### config.mk
export PLATFORM = sky130hd
export DESIGN_NAME = wb_mux_tmo
export DESIGN_NICKNAME = d
export VERILOG_FILES = /design/src/rtl/wb_mux_pkg.sv /design/src/rtl/wb_addr_decode.sv /design/src/rtl/wb_mux_tmo.sv
export SDC_FILE = /design/constraint.sdc
export NUM_CORES = 1
export LEC_CHECK = 0
export BUFFER_PORTS_ARGS = -buffer_cell sky130_fd_sc_hd__buf_2
export CAP_MARGIN = 20
export CORE_AREA = 2 2 432 434
export CTS_CLUSTER_DIAMETER = 150
export DETAILED_ROUTE_END_ITERATION = 12
export DIE_AREA = 0 0 434 436
export GPL_TIMING_DRIVEN = 0
export PLACE_DENSITY_LB_ADDON = 0.15
export SYNTH_ARGS = -nofsm -noshare
export SYNTH_HDL_FRONTEND = slang
export SYNTH_SLANG_ARGS = --single-unit
### constraint.sdc
create_clock -name wb_clk_i -period 1.6 [get_ports wb_clk_i]
set_input_delay 0.16 -clock wb_clk_i [delete_from_list [all_inputs] [get_ports wb_clk_i]]
set_output_delay 0.16 -clock wb_clk_i [all_outputs]
set_load 0.005 [all_outputs]
### src/rtl/wb_mux_pkg.sv
// Shared types and sizing helpers for the Wishbone 1-to-N mux with timeout.
package wb_mux_pkg;

    localparam int IDX_W           = 4;
    localparam int TIMEOUT_DEFAULT = 255;

    typedef enum logic [1:0] {
        ST_IDLE   = 2'd0,
        ST_ACTIVE = 2'd1,
        ST_ERR    = 2'd2
    } state_t;

    typedef enum logic [1:0] {
        CAUSE_NONE     = 2'd0,
        CAUSE_UNMAPPED = 2'd1,
        CAUSE_TIMEOUT  = 2'd2
    } cause_t;

    // A disabled watchdog still gets a 1-bit counter so no vector collapses to zero width.
    function automatic int cnt_width(input int limit);
        return (limit < 1) ? 1 : $clog2(limit + 1);
    endfunction

    localparam int CNT_W = cnt_width(TIMEOUT_DEFAULT);

endpackage

### src/rtl/wb_addr_decode.sv
// Combinational base/mask address decoder; the lowest matching slave index wins.
module wb_addr_decode
    import wb_mux_pkg::*;
#(
    parameter int                       NUM_SLAVES = 9,
    parameter logic [NUM_SLAVES*32-1:0] MATCH_ADDR = {NUM_SLAVES{32'h0}},
    parameter logic [NUM_SLAVES*32-1:0] MATCH_MASK = {NUM_SLAVES{32'hffffffff}}
) (
    input  logic [31:0]      adr,
    output logic             hit,
    output logic [IDX_W-1:0] idx
);

    // Scanning from the top down lets the lowest index overwrite any higher match.
    always_comb begin
        hit = 1'b0;
        idx = '0;
        for (int i = NUM_SLAVES - 1; i >= 0; i--) begin
            if ((adr & MATCH_MASK[i*32 +: 32]) == (MATCH_ADDR[i*32 +: 32] & MATCH_MASK[i*32 +: 32])) begin
                hit = 1'b1;
                idx = IDX_W'(i);
            end
        end
    end

endmodule

### src/rtl/wb_mux_tmo.sv
// Wishbone classic 1-master/N-slave mux with registered decode, default-slave error,
// per-transaction watchdog and last-fault capture.
module wb_mux_tmo
    import wb_mux_pkg::*;
#(
    parameter int                       NUM_SLAVES     = 9,
    parameter logic [NUM_SLAVES*32-1:0] MATCH_ADDR     = {NUM_SLAVES{32'h0}},
    parameter logic [NUM_SLAVES*32-1:0] MATCH_MASK     = {NUM_SLAVES{32'hffffffff}},
    parameter int                       TIMEOUT_CYCLES = 255
) (
    input  logic                       wb_clk_i,
    input  logic                       wb_rst_i,
    input  logic [31:0]                wbm_adr_i,
    input  logic [31:0]                wbm_dat_i,
    input  logic [3:0]                 wbm_sel_i,
    input  logic                       wbm_we_i,
    input  logic                       wbm_cyc_i,
    input  logic                       wbm_stb_i,
    output logic [31:0]                wbm_dat_o,
    output logic                       wbm_ack_o,
    output logic                       wbm_err_o,
    output logic                       wbm_rty_o,
    output logic [NUM_SLAVES*32-1:0]   wbs_adr_o,
    output logic [NUM_SLAVES*32-1:0]   wbs_dat_o,
    output logic [NUM_SLAVES*4-1:0]    wbs_sel_o,
    output logic [NUM_SLAVES-1:0]      wbs_we_o,
    output logic [NUM_SLAVES-1:0]      wbs_cyc_o,
    output logic [NUM_SLAVES-1:0]      wbs_stb_o,
    input  logic [NUM_SLAVES*32-1:0]   wbs_dat_i,
    input  logic [NUM_SLAVES-1:0]      wbs_ack_i,
    input  logic [NUM_SLAVES-1:0]      wbs_err_i,
    input  logic [NUM_SLAVES-1:0]      wbs_rty_i,
    output logic                       fault_valid_o,
    output logic [1:0]                 fault_cause_o,
    output logic [31:0]                fault_adr_o,
    output logic [1:0]                 dbg_state
);

    localparam int             CW    = cnt_width(TIMEOUT_CYCLES);
    localparam bit             WD_EN = (TIMEOUT_CYCLES != 0);
    localparam logic [CW-1:0]  LIMIT = CW'(WD_EN ? TIMEOUT_CYCLES - 1 : 0);

    // Handshake: a transfer is requested while cyc&stb are high and completes in the
    // cycle any of ack/err/rty is seen; the master must then leave one idle cycle.

    state_t            state, state_d;
    logic [IDX_W-1:0]  sel, sel_d;
    logic [CW-1:0]     cnt, cnt_d;
    cause_t            cause_q, cause_d;
    logic [31:0]       fadr_q;
    logic              fault_set;
    logic              dec_hit;
    logic [IDX_W-1:0]  dec_idx;
    logic [31:0]       sel_dat;
    logic              sel_ack, sel_err, sel_rty, resp;

    wb_addr_decode #(
        .NUM_SLAVES (NUM_SLAVES),
        .MATCH_ADDR (MATCH_ADDR),
        .MATCH_MASK (MATCH_MASK)
    ) u_decode (
        .adr (wbm_adr_i),
        .hit (dec_hit),
        .idx (dec_idx)
    );

    assign wbs_adr_o = {NUM_SLAVES{wbm_adr_i}};
    assign wbs_dat_o = {NUM_SLAVES{wbm_dat_i}};
    assign wbs_sel_o = {NUM_SLAVES{wbm_sel_i}};
    assign wbs_we_o  = {NUM_SLAVES{wbm_we_i}};

    always_comb begin
        sel_dat = '0;
        sel_ack = 1'b0;
        sel_err = 1'b0;
        sel_rty = 1'b0;
        for (int i = 0; i < NUM_SLAVES; i++) begin
            if (sel == IDX_W'(i)) begin
                sel_dat = wbs_dat_i[i*32 +: 32];
                sel_ack = wbs_ack_i[i];
                sel_err = wbs_err_i[i];
                sel_rty = wbs_rty_i[i];
            end
        end
    end

    assign resp = sel_ack | sel_err | sel_rty;

    // Strobes are gated by the live master cyc so an abort reaches the slave without delay.
    always_comb begin
        wbs_cyc_o = '0;
        wbs_stb_o = '0;
        if (state == ST_ACTIVE) begin
            for (int i = 0; i < NUM_SLAVES; i++) begin
                if (sel == IDX_W'(i)) begin
                    wbs_cyc_o[i] = wbm_cyc_i;
                    wbs_stb_o[i] = wbm_cyc_i & wbm_stb_i;
                end
            end
        end
    end

    always_comb begin
        state_d   = state;
        sel_d     = sel;
        cnt_d     = cnt;
        cause_d   = CAUSE_NONE;
        fault_set = 1'b0;
        unique case (state)
            ST_IDLE: begin
                if (wbm_cyc_i && wbm_stb_i) begin
                    if (dec_hit) begin
                        state_d = ST_ACTIVE;
                        sel_d   = dec_idx;
                        cnt_d   = '0;
                    end else begin
                        state_d   = ST_ERR;
                        cause_d   = CAUSE_UNMAPPED;
                        fault_set = 1'b1;
                    end
                end
            end
            ST_ACTIVE: begin
                if (!wbm_cyc_i || resp) begin
                    state_d = ST_IDLE;
                end else if (WD_EN && cnt == LIMIT) begin
                    state_d   = ST_ERR;
                    cause_d   = CAUSE_TIMEOUT;
                    fault_set = 1'b1;
                end else if (WD_EN) begin
                    cnt_d = cnt + CW'(1);
                end
            end
            ST_ERR: state_d = ST_IDLE;
            default: state_d = ST_IDLE;
        endcase
    end

    always_ff @(posedge wb_clk_i or posedge wb_rst_i) begin
        if (wb_rst_i) begin
            state   <= ST_IDLE;
            sel     <= '0;
            cnt     <= '0;
            cause_q <= CAUSE_NONE;
            fadr_q  <= '0;
        end else begin
            state <= state_d;
            sel   <= sel_d;
            cnt   <= cnt_d;
            if (fault_set) begin
                cause_q <= cause_d;
                fadr_q  <= wbm_adr_i;
            end
        end
    end

    assign wbm_dat_o     = (state == ST_ACTIVE) ? sel_dat : 32'h0;
    assign wbm_ack_o     = (state == ST_ACTIVE) & sel_ack;
    assign wbm_rty_o     = (state == ST_ACTIVE) & sel_rty;
    assign wbm_err_o     = ((state == ST_ACTIVE) & sel_err) | (state == ST_ERR);
    assign fault_valid_o = (state == ST_ERR);
    assign fault_cause_o = cause_q;
    assign fault_adr_o   = fadr_q;
    assign dbg_state     = state;

endmodule

* After elaboration in Yosys (flattened, before gate mapping)
Index checks and enable logic that the tools add are counted.
** Word-level totals
- Register bits :: 44
- Output and inout port bits :: 711
- Bits in writable memories :: 0
- Bits in read-only memories :: 0
- Input port bits :: 388
- Latch bits :: 0
- Memories kept :: 0
** Cells by class
- Reductions and logical operators :: 8
- Bitwise logic cells :: 7
- Multiplexer cells :: 24
- Order comparisons :: 0
- Shift operators :: 0
- Divide/modulo/power cells :: 0
- Equality and inequality tests :: 8
- $mul :: 0
- Add/subtract/negate cells :: 1
** Operators with widths (count)
- 32-bit logical NOT :: 1
- 32-bit 2-to-1 mux :: 1
- 8-bit 2-to-1 mux :: 4
- 8-bit case mux with 2 select lines :: 1
- 2-bit 2-to-1 mux :: 6
- 1-bit 2-to-1 mux :: 9
- 8-bit by 1-bit adder with 8-bit output, second input constant :: 1
- 8-bit equality test, second input constant :: 1
- 2-bit inequality test, second input constant :: 4
- 2-bit case mux with 2 select lines :: 2
- 5-bit AND reduction :: 1
- 1-bit bitwise AND :: 4
- 3-bit inequality test, second input constant :: 1
- 1-bit bitwise OR :: 3
- 2-bit by 1-bit equality test with 1-bit output, second input constant :: 1
- 2-bit equality test, second input constant :: 1
- 2-bit logical NOT :: 1
- 1-bit case mux with 2 select lines :: 1
- 2-bit AND reduction :: 1
- 2-bit nonzero test :: 1
- 1-bit logical AND :: 1
- 1-bit logical NOT :: 1
- 1-bit logical OR :: 1

* Depth between registers and ports, before layout
Gate-level depths: netlist of the first run.
- Word-level depth :: 5
- Depth in mapped cells :: 7
- Gate-level depth less buffers :: 7

* Cells and area by module
From an unflattened synthesis of the first run, not the netlist that was laid out.
** Unflattened totals
- Cells, all modules :: 1169
- Area, all modules :: 9178.8 sq um
** By module, submodules not included
- wb_mux_tmo :: sequential area each 1201.2 sq um, instances 1, area each 9072.5 sq um, cells an instance 1153
- wb_addr_decode :: sequential area each 0.0 sq um, instances 1, area each 106.4 sq um, cells an instance 16

* Least setup slack after synthesis of the first run
No wires, ideal clock.
- Kind :: reg-to-reg
- Start point :: reg state[1], in the netlist dbg_state[1]
- End point :: reg fadr_q[0], in the netlist fault_adr_o[0]
- Path slack :: -0.133 ns
- Data arrival time :: 1.608 ns
- Stages on the path, launching flop included :: 6
- Path buffers :: 1
- Cell sequence :: dfrtp_1 and2b_1 nand3_1 o21ai_4 buf_6 mux2_4
** Between the ends
- Longest elaborated chain between the ends :: 2
- Elaborated cells on any way between the ends :: 3
- Those cells by class :: 1 x eq/ne; 1 x mux; 1 x reduce/logical
** Ends and longest elaborated chain
- start, declared :: RTL line wb_mux_tmo.sv:46 : state_t state, state_d;
- start signal, assigned :: RTL line wb_mux_tmo.sv:147 : state <= state_d;
- 2-bit by 1-bit equality test with 1-bit output or 2-bit logical NOT (tied branches) :: RTL line wb_mux_tmo.sv:109 : unique case (state)
- 1-bit case mux with 2 select lines * :: RTL line wb_mux_tmo.sv:109
- end signal, assigned :: RTL line wb_mux_tmo.sv:152 : fadr_q <= wbm_adr_i;
- end, declared :: RTL line wb_mux_tmo.sv:50 : logic [31:0] fadr_q;
Mark *: on every way between the ends. The rest lies on a longest branch, timed or not.
A chain may end at the register's enable or synchronous reset.

* Final worst setup path of the first run
- Start point :: reg state[1], in the netlist dbg_state[1]
- End point :: reg fadr_q[11], in the netlist fault_adr_o[11]
The elaborated chain is that of the path after synthesis.

==> results.yml, run 1 <==
synth:
  synth_common_cells: "buf_4 (637), dfrtp_1 (44), and2_1 (35), mux2_4 (29), nor4_1 (8)"
  async_flop_share: 1.00
  synth-seq-area-share: 0.156
  synth_edf_count: 0
  syn_inst: 821
  synth-seq-cells: 44
  synth_top_area_frac: 0.678
  yosys.area.top_type: "buf_4"
  synth.most_common_cell: "buf_4"
  synth_ff_type: "dfrtp_1"
  synth_xor_area_frac: 0
  synth_compound_area_frac: 0.0190
  ys_types: 33
  synth_mux_area_frac: 0.0680
  postSynthAreaPerCell_sq_um: 8.59
  ys_warn_count: 0
  ys_top_cells_by_area: "buf_4 (68%), dfrtp_1 (16%), mux2_4 (6.2%)"
  yosys.area_share.simple: 0.0656
  netlist_area_sq_um: 7050
  synth_fa_ha_area_frac: 0.00355
  synth_top_family_by_area: "buffers and inverters"
sta:
  layout_setup_ws_ps: -315
  min_period_ps: 1920
  fmax_ghz: 0.522
  rsz0062_at_grt: "true"
  fin_skew_ps: 9.02
  finalHoldViolCount: 0
  min_period_over_period: 1.20
  slew_violations: 0
  finalSetupViolCount: 78
  fin_setup_tns_ps: -16830
critical_path:
  critical_path_class: "reg2reg"
  slowest_delay_ps: 450
  crit_fanout: 10
  endpoint_kind: "flip-flop"
  arrival_ps: 2160
  crit_chain: "and2b_4, buf_6, nand3_4, o21ai_4, buf_12, buf_12, mux2_4"
  critPathTopFamily: "buffers and inverters"
  crit_slowest_cell: "dfrtp_2"
  cp_common_cell: "buf_12"
  startpoint_type: "flip-flop"
  cp_num_buf_inv: 3
  critical_path_required_ps: 1840
global_route:
  gr-usage-met3: 0.00898
  antenna_found_initial: 6
  grt_start_max_net_pins: 28
  gr-usage-all-layers: 0.0419
  gr-total-overflow: 0
  grt_most_used_layer: "met2"
  use_met2: 0.0849
  grt_pass1_wl_um: 54000
  grt_pass1_vias: 6318
  use_met1: 0.0419
clock_tree:
  cts_sinks: 44
  cts-root-buf: "clkbuf_16"
  cts_tree: "yes"
  htree_levels: 2
  cts_made_buffers: 5
  clkTransAtPathRegs_ps: 100
  clk_latency_ps: 350
  cts.path.max_buffers: 2
power_and_ir_drop:
  p_comb_frac: 0.519
  fin_total_pwr_uw: 6120
  switchingPower_uw: 2070
  intPower_uw: 4050
  pwr-share-seq: 0.225
  p_sw_frac: 0.338
  ir_worst_vdd_mv: 0.406
  pwr-share-clk: 0.256
  power_leakage_uw: 0.00755
  cellPowerDensity_nw_per_um2: 416
route:
  drtIter0Drc: 111
  via_count: 7024
  routedWlPerCell_um: 10.3
  dr.pass1.iters: 4
  viasPerCell: 1.71
  totalWireLength_um: 42300
  drc: 0
  ant_nets: 0
floorplan:
  core_area_sq_um: 185000
  start_util: 0.0382
  die_h_um: 436
  rows: 158
  die_w_um: 434
  die_area_sq_um: 189000
  ios: 1099
placement:
  io_buffers: 765
  place.gp.congestion: 0.690
  dpl.hpwl_um: 36100
finish:
  drive_gt1_frac: 0.915
  nets: 2021
  final_util: 0.0796
  fillCellCount: 21943
  area_growth_syn_to_layout_pct: 108
run:
  cap_violations: 0
status:
  violations: "negative setup slack"
  status: "finished with violations"
hold_path:
  min_path_type: "in2reg"
registers in the layout, summed over array words and instances, names as in the netlist:
signal,cells
fault_adr_o,32
cnt,8
fault_cause_o,2
dbg_state,2
power by group through the flow:
stage	Clock, uW	Combinational (uW)	Sequential, uW
after floorplan	0	1620	1400
after global placement	0	3230	1410
after detailed placement	0	3180	1400
after CTS	1780	3290	1380
after global routing	1760	3480	1400
final	1570	3170	1380
layout make-up:
class / count / area, sq um / area share
plain buffers: 644 / 4910 / 0.334
repair buffers: 788 / 4110 / 0.279
multi-input cells: 144 / 1280 / 0.0873
inverters: 4 / 20.0 / 0.00136
diodes: 1 / 2.50 / 0.000170
clock inverters: 2 / 38.8 / 0.00264
clock buffers: 6 / 139 / 0.00945
well taps: 2480 / 3100 / 0.211
flip-flops and latches: 44 / 1100 / 0.0751
metrics by stage:
stage	hold WS, ps	instances	cell area [sq um]	setup WS (ps)
floorplan	308	836	7120	-43.6
finish	205	4113	14700	-315
global route	215	4112	14700	-384
global placement	475	4081	14100	-2150
CTS	170	4107	14600	-370
detailed placement	187	4083	14100	-1710
worst reg2reg max path, cell delays in order, from the launching register on:
cell,delay [ps]
dfrtp_2,450
and2b_4,300
buf_6,110
nand3_4,80
o21ai_4,160
buf_12,190
buf_12,200
mux2_4,330
kinds of logic after synthesis:
kind of cell / count (synthesis)
AOI/OAI and AO/OA: 18
other: 1
DFF: 44
muxes: 33
adders and majority gates: 2
buffers and inverters: 648
and+or+nand+nor: 75
metal layers:
layer,vias to the layer above,wire length [um]
met5,-,13
met4,2,519
met3,15,2730
met2,358,24100
met1,3114,14900
li1,3535,-
cell usage in the layout (no fill, tap or decap), types with 4 or more instances in the layout:
master     instances
nor4_1             4
and3_1             5
dfrtp_1           42
mux2_4            31
conb_1            16
clkbuf_8           4
buf_6              5
and2_1            35
nand4_1            4
clkbuf_16          5
nand2_1            5
buf_4            651
buf_2            764
buf_16             5
path summary, 6_finish.rpt:
path	cells after the start	to	start	slack, ps
worst max-delay path	7	fault_adr_o[11]	dbg_state[1]	-320
worst min-delay path	2	fault_adr_o[0]	wbm_adr_i[0]	200
worst max register to register	7	fault_adr_o[11]	dbg_state[1]	-320
worst min register to register	2	fault_cause_o[1]	fault_cause_o[1]	480
max in group asynchronous	4	fault_adr_o[18]	wb_rst_i	650
min in group asynchronous	3	fault_adr_o[25]	wb_rst_i	350
timing repair:
action | 4_1_cts | 5_1_grt
gates resized for setup | 45 | 10
pin swaps | 6 | 1
endpoints found under the hold margin | 17 | 0
hold buffers | 1 | 0
buffers inserted | 13 | 5
cloned | 2 | 0
setup endpoints to repair | 81 | 80
No activity file was read; power rests on OpenSTA's default activity.
==> run 2: changes to the inputs <==
--- a/config.mk
+++ b/config.mk
@@ -5,14 +5,17 @@
 export SDC_FILE = /design/constraint.sdc
 export NUM_CORES = 1
 export LEC_CHECK = 0
+export ABC_AREA = 1
 export BUFFER_PORTS_ARGS = -buffer_cell sky130_fd_sc_hd__buf_2
 export CAP_MARGIN = 20
-export CORE_AREA = 2 2 432 434
+export CORE_AREA = 2 2 424 426
 export CTS_CLUSTER_DIAMETER = 150
 export DETAILED_ROUTE_END_ITERATION = 12
-export DIE_AREA = 0 0 434 436
+export DIE_AREA = 0 0 426 428
 export GPL_TIMING_DRIVEN = 0
 export PLACE_DENSITY_LB_ADDON = 0.15
+export SKIP_LAST_GASP = 1
 export SYNTH_ARGS = -nofsm -noshare
 export SYNTH_HDL_FRONTEND = slang
+export SYNTH_HIERARCHICAL = 1
 export SYNTH_SLANG_ARGS = --single-unit
==> results.yml, run 2 <==
floorplan:
  die_h_um: 428
  core_area_sq_um: 178000
  rows: 155
  ios: 1099
  die_area_sq_um: 182000
  start_util: 0.0524
  die_w_um: 426
route:
  drc: 0
  viasPerCell: 2.63
  dr.pass1.iters: 5
  drtIter0Drc: 474
  via_count: 12977
  routedWlPerCell_um: 18.4
  ant_nets: 0
  totalWireLength_um: 90500
finish:
  final_common_cell: "buf_2"
  area_growth_syn_to_layout_pct: 124
  fillCellCount: 20963
  largest_reg_flops: 32
  drive_gt1_frac: 0.799
  nets: 2958
  mostFrequentLayoutCells: "buf_2 (1,058), buf_4 (679), nand2_1 (214)"
power_and_ir_drop:
  cellPowerDensity_nw_per_um2: 305
  fin_total_pwr_uw: 6370
  ir_worst_vdd_mv: 0.450
  switchingPower_uw: 2190
  pwr-share-clk: 0.222
  pwr-share-seq: 0.236
  p_comb_frac: 0.542
  p_sw_frac: 0.343
  power_leakage_uw: 0.0108
  intPower_uw: 4180
synth:
  synth.most_common_cell: "buf_4"
  syn_inst: 1395
  synth_top_area_frac: 0.504
  ys_warn_count: 6
  synth_ff_type: "dfrtp_1"
  netlist_area_sq_um: 9310
  ys_types: 34
  synth-seq-cells: 48
  synth_common_cells: "buf_4 (625), nand2_1 (248), nand3_1 (150), nor2_1 (57), dfrtp_1 (48)"
  synth_edf_count: 0
  postSynthAreaPerCell_sq_um: 6.68
  async_flop_share: 1.00
  yosys.area.top_type: "buf_4"
  ys_top_cells_by_area: "buf_4 (50%), dfrtp_1 (13%), nand2_1 (10%)"
  synth-seq-area-share: 0.129
critical_path:
  reg2reg_slack_ps: -1200
  worstSetupStartpoint: "sel[1]"
  r2r-end: "fault_adr_o[21]"
  reg2reg_from: "sel[1]"
  crit_fanout: 10
  ff2ff_path_depth: 19
  arrival_ps: 2700
  critPathCapture: "wbm_dat_o[24]"
  critical_path_class: "reg2out"
  endpoint_kind: "primary output"
  critical_path_required_ps: 1440
  startpoint_type: "flip-flop"
sta:
  layout_setup_ws_ps: -1260
  min_period_ps: 2860
  finalHoldViolCount: 34
  tightest_slew_ps: 1290
  finalSetupViolCount: 97
  slew_headroom: 0.135
  slew_violations: 0
  fin_skew_ps: 15.9
  min_period_over_period: 1.79
  rsz0062_at_grt: "true"
  holdWs_ps: -28.5
  fmax_ghz: 0.350
run:
  cap_violations: 0
clock_tree:
  htree_levels: 2
  cts_tree: "yes"
  cts_sinks: 48
  cts.path.max_buffers: 2
  cts_made_buffers: 5
  clkTransAtPathRegs_ps: 100
  cts-root-buf: "clkbuf_16"
  clk_latency_ps: 330
global_route:
  gr-total-overflow: 0
  grt_start_max_net_pins: 49
  grt_pass1_wl_um: 115000
  antenna_found_initial: 23
  gr-usage-all-layers: 0.0922
  grt_pass1_vias: 12394
placement:
  preCtsSetupSlack_ps: -3300
  dpl.hpwl_um: 78200
  io_buffers: 1061
  place.gp.congestion: 0.852
status:
  status: "finished with violations"
  violations: "negative hold slack, negative setup slack"
hold_path:
  min_path_type: "in2async"
run 2: changes by cell type after synthesis, moves of 8 or more:
cell | previous run | this run
a21oi_1 | 3 | 32
a221oi_1 | 0 | 32
a31oi_1 | 3 | 28
and2_1 | 35 | 0
buf_4 | 637 | 625
clkbuf_1 | 4 | 42
inv_1 | 4 | 23
mux2_4 | 29 | 0
nand2_1 | 6 | 248
nand3_1 | 5 | 150
nor2_1 | 2 | 57
nor4_1 | 8 | 0
o21ai_0 | 3 | 41
run 2: per-layer routing:
| metal | up-vias | track usage | wire, um |
|---|---|---|---|
| met5 | - | 0 | 132 |
| met4 | 20 | 0.00846 | 1210 |
| met3 | 65 | 0.0187 | 5380 |
| met2 | 530 | 0.191 | 51800 |
| met1 | 6080 | 0.0955 | 31900 |
| li1 | 6282 | - | - |
run 2: worst min-delay path by stage:
| stage | end |
|---|---|
| after floorplan | fault_adr_o[0] |
| after global placement | fault_cause_o[0] |
| after detailed placement | fault_adr_o[22] |
| after CTS | fault_adr_o[24] |
| after global routing | fault_adr_o[23] |
| final | fault_adr_o[23] |
run 2: timing repair:
item | in CTS | in global routing
hold buffers | 0 | 0
cloned | 5 | 4
setup endpoints to repair | 101 | 98
setup buffers | 76 | 20
pin swaps | 65 | 53
gates resized for setup | 330 | 155
run 2: metrics by stage:
step	hold slack (ps)	util	area [sq um]	std cells	TNS, ps
after global placement	455	0.0998	17700	4814	-303290
final	-28.5	0.117	20900	4931	-95630
after global routing	45.6	0.117	20900	4925	-111000
after floorplan	270	-	9470	1398	-20600
after detailed placement	374	0.100	17800	4817	-196820
after CTS	6.74	0.113	20000	4905	-104240
run 2: cells by family after synthesis:
family	share of synthesized area
other	0.000403
buffers and inverters	0.540
XOR/XNOR	0.00470
adder cells (fa/ha/maj)	0.00269
flip-flops	0.129
AND/OR/NAND/NOR	0.230
AO/OA/AOI/OAI	0.0927
run 2: layout make-up:
| type | instances | area [sq um] | share of cell area |
|---|---|---|---|
| repair buffers | 1164 | 6630 | 0.317 |
| well taps | 2355 | 2950 | 0.141 |
| clock buffers | 5 | 125 | 0.00599 |
| multi-input cells | 642 | 4360 | 0.209 |
| plain buffers | 677 | 5370 | 0.257 |
| inverters | 30 | 179 | 0.00857 |
| flip-flops and latches | 48 | 1210 | 0.0579 |
| clock inverters | 3 | 46.3 | 0.00222 |
| diodes | 7 | 17.5 | 0.000839 |
run 2: worst max-delay path: stages, from the launching register on:
cell        delay [ps]
dfrtp_1            380
buf_6              130
inv_4               60
nor2_4              50
nand2_4             80
clkinvlp_4         200
buf_4              200
buf_6              120
clkbuf_8           180
nand2_1             90
nand3_2            140
a221oi_2           220
nand3_1            140
o21ai_0             90
a31oi_1            110
buf_2              160
run 2: power by group through the flow:
stage / Combinational, uW / Clock [uW] / Sequential (uW)
2_1_floorplan: 1530 / 0 / 1520
3_3_place_gp: 3440 / 0 / 1510
3_5_place_dp: 3400 / 0 / 1520
4_1_cts: 3520 / 1500 / 1500
5_1_grt: 3790 / 1540 / 1530
6_report: 3450 / 1410 / 1500
==> run 3: changes to the inputs <==
--- a/config.mk
+++ b/config.mk
@@ -7,7 +7,7 @@
 export LEC_CHECK = 0
 export ABC_AREA = 1
 export BUFFER_PORTS_ARGS = -buffer_cell sky130_fd_sc_hd__buf_2
-export CAP_MARGIN = 20
+export CAP_MARGIN = 15
 export CORE_AREA = 2 2 424 426
 export CTS_CLUSTER_DIAMETER = 150
 export DETAILED_ROUTE_END_ITERATION = 12
==> constraint.sdc (replaced) <==
create_clock -name wb_clk_i -period 3.4 [get_ports wb_clk_i]
set_input_delay 0.34 -clock wb_clk_i [delete_from_list [all_inputs] [get_ports wb_clk_i]]
set_output_delay 0.34 -clock wb_clk_i [all_outputs]
set_load 0.005 [all_outputs]
==> results.yml, run 3 (synthesized netlist as in run 2, its figures left out) <==
clock_tree:
  cts-root-buf: "clkbuf_16"
  cts_sinks: 48
  cts_made_buffers: 5
  hold_buffers: 0
  cts.path.max_buffers: 2
  clk_latency_ps: 320
  cts_tree: "yes"
  clkTransAtPathRegs_ps: 80
  htree_levels: 2
floorplan:
  core_area_sq_um: 178000
  die_area_sq_um: 182000
  start_util: 0.0524
  rows: 155
  die_w_um: 426
  ios: 1099
  die_h_um: 428
critical_path:
  arrival_ps: 3030
  startpoint_type: "flip-flop"
  crit_slowest_cell: "a221oi_1"
  slowest_delay_ps: 550
  critical_path_class: "reg2out"
  cp_num_buf_inv: 5
  critical_path_required_ps: 3060
  endpoint_kind: "primary output"
  crit_fanout: 10
  crit_chain: "nor2_4, buf_4, buf_4, buf_4, clkbuf_2, nand3_1, nand3_1, a221oi_1, nand3_1, o21ai_0, a31oi_1, buf_2"
  critPathTopFamily: "buffers and inverters"
global_route:
  gr-total-overflow: 0
  grt_start_max_net_pins: 49
  antenna_found_initial: 44
  grt_pass1_wl_um: 113000
  gr-usage-all-layers: 0.0922
  grt_pass1_vias: 12073
finish:
  largest_reg_flops: 32
  drive_gt1_frac: 0.724
  mostFrequentLayoutCells: "buf_2 (1,069), buf_4 (640), nand2_1 (244)"
  layoutNonFillerInstCount: 4862
  final_common_cell: "buf_2"
  nets: 2875
  design_area_sq_um: 18300
  area_growth_syn_to_layout_pct: 96.7
placement:
  dpl_cell_area_sq_um: 17700
  place.gp.congestion: 0.863
  io_buffers: 1061
  place_inst: 4821
  dpl.hpwl_um: 79600
route:
  viasPerCell: 2.62
  via_count: 12752
  dr.pass1.iters: 5
  totalWireLength_um: 89400
  drc: 0
  drtIter0Drc: 499
  ant_nets: 0
  routedWlPerCell_um: 18.4
sta:
  rsz0062_at_grt: "true"
  fin_skew_ps: 15.3
  fmax_ghz: 0.297
  finalHoldViolCount: 0
  min_period_ps: 3370
  fin_setup_tns_ps: 0
  slew_violations: 0
  holdWs_ps: 158
  slew_headroom: 0.385
  finalSetupViolCount: 0
  min_period_over_period: 0.990
  tightest_slew_ps: 923
power_and_ir_drop:
  power_leakage_uw: 0.00970
  cellPowerDensity_nw_per_um2: 152
  ir_worst_vdd_mv: 0.153
run:
  cap_violations: 0
hold_path:
  min_path_type: "in2async"
status:
  status: "complete, no violations"
==> run 3: stage by stage <==
stage          utilization  setup slack, ps  total power, uW
3_5_place_dp        0.0998            -1350             2290
5_1_grt              0.103            -9.20             3020
6_report             0.103             33.3             2790
3_3_place_gp        0.0990            -2020             2310
2_1_floorplan            -             1170             1420
4_1_cts              0.103             -121             2900
==> run 3: repair_timing <==
action                                  CTS  global route
pin swaps                                 7             3
buffers inserted                         14             1
endpoints found under the setup margin   91            27
resized for setup                        77            15
==> run 3: worst paths after layout <==
check	end	start	cells after the start	slack, ps
setup / recovery	wbm_dat_o[18]	sel[1]	12	30
min in group wb_clk_i	fault_adr_o[14]	wbm_adr_i[14]	3	350
setup reg to reg	fault_adr_o[17]	sel[2]	15	260
max in group asynchronous	sel[2]	wb_rst_i	2	2650
hold / removal	fault_adr_o[19]	wb_rst_i	2	160
hold reg to reg	fault_cause_o[0]	fault_cause_o[0]	2	480
==> run 3: final cells by class <==
type	instances	area (sq um)
fill	21098	159000
timing repair buffer	1083	5570
clock inverter	2	12.5
sequential	48	1200
inverter	30	129
buffer	676	4970
tap	2355	2950
multi-input combinational	641	3310
antenna	22	55.1
clock buffer	5	125
==> run 3: power breakdown <==
group	total (uW)	internal, uW	switching, uW
combinational	1540	928	612
clock	552	270	282
sequential	700	649	50.9
==> run 3: metal layers <==
layer  part of all wire  routed length (um)  vias to the layer above  global-route usage
met5             0.0018                 160                        -                   0
met4              0.019                1700                       28              0.0204
met3              0.087                7790                       82              0.0305
met2               0.54               48400                      609               0.179
met1               0.35               31400                     5911              0.0938
li1                   -                   -                     6122                   -
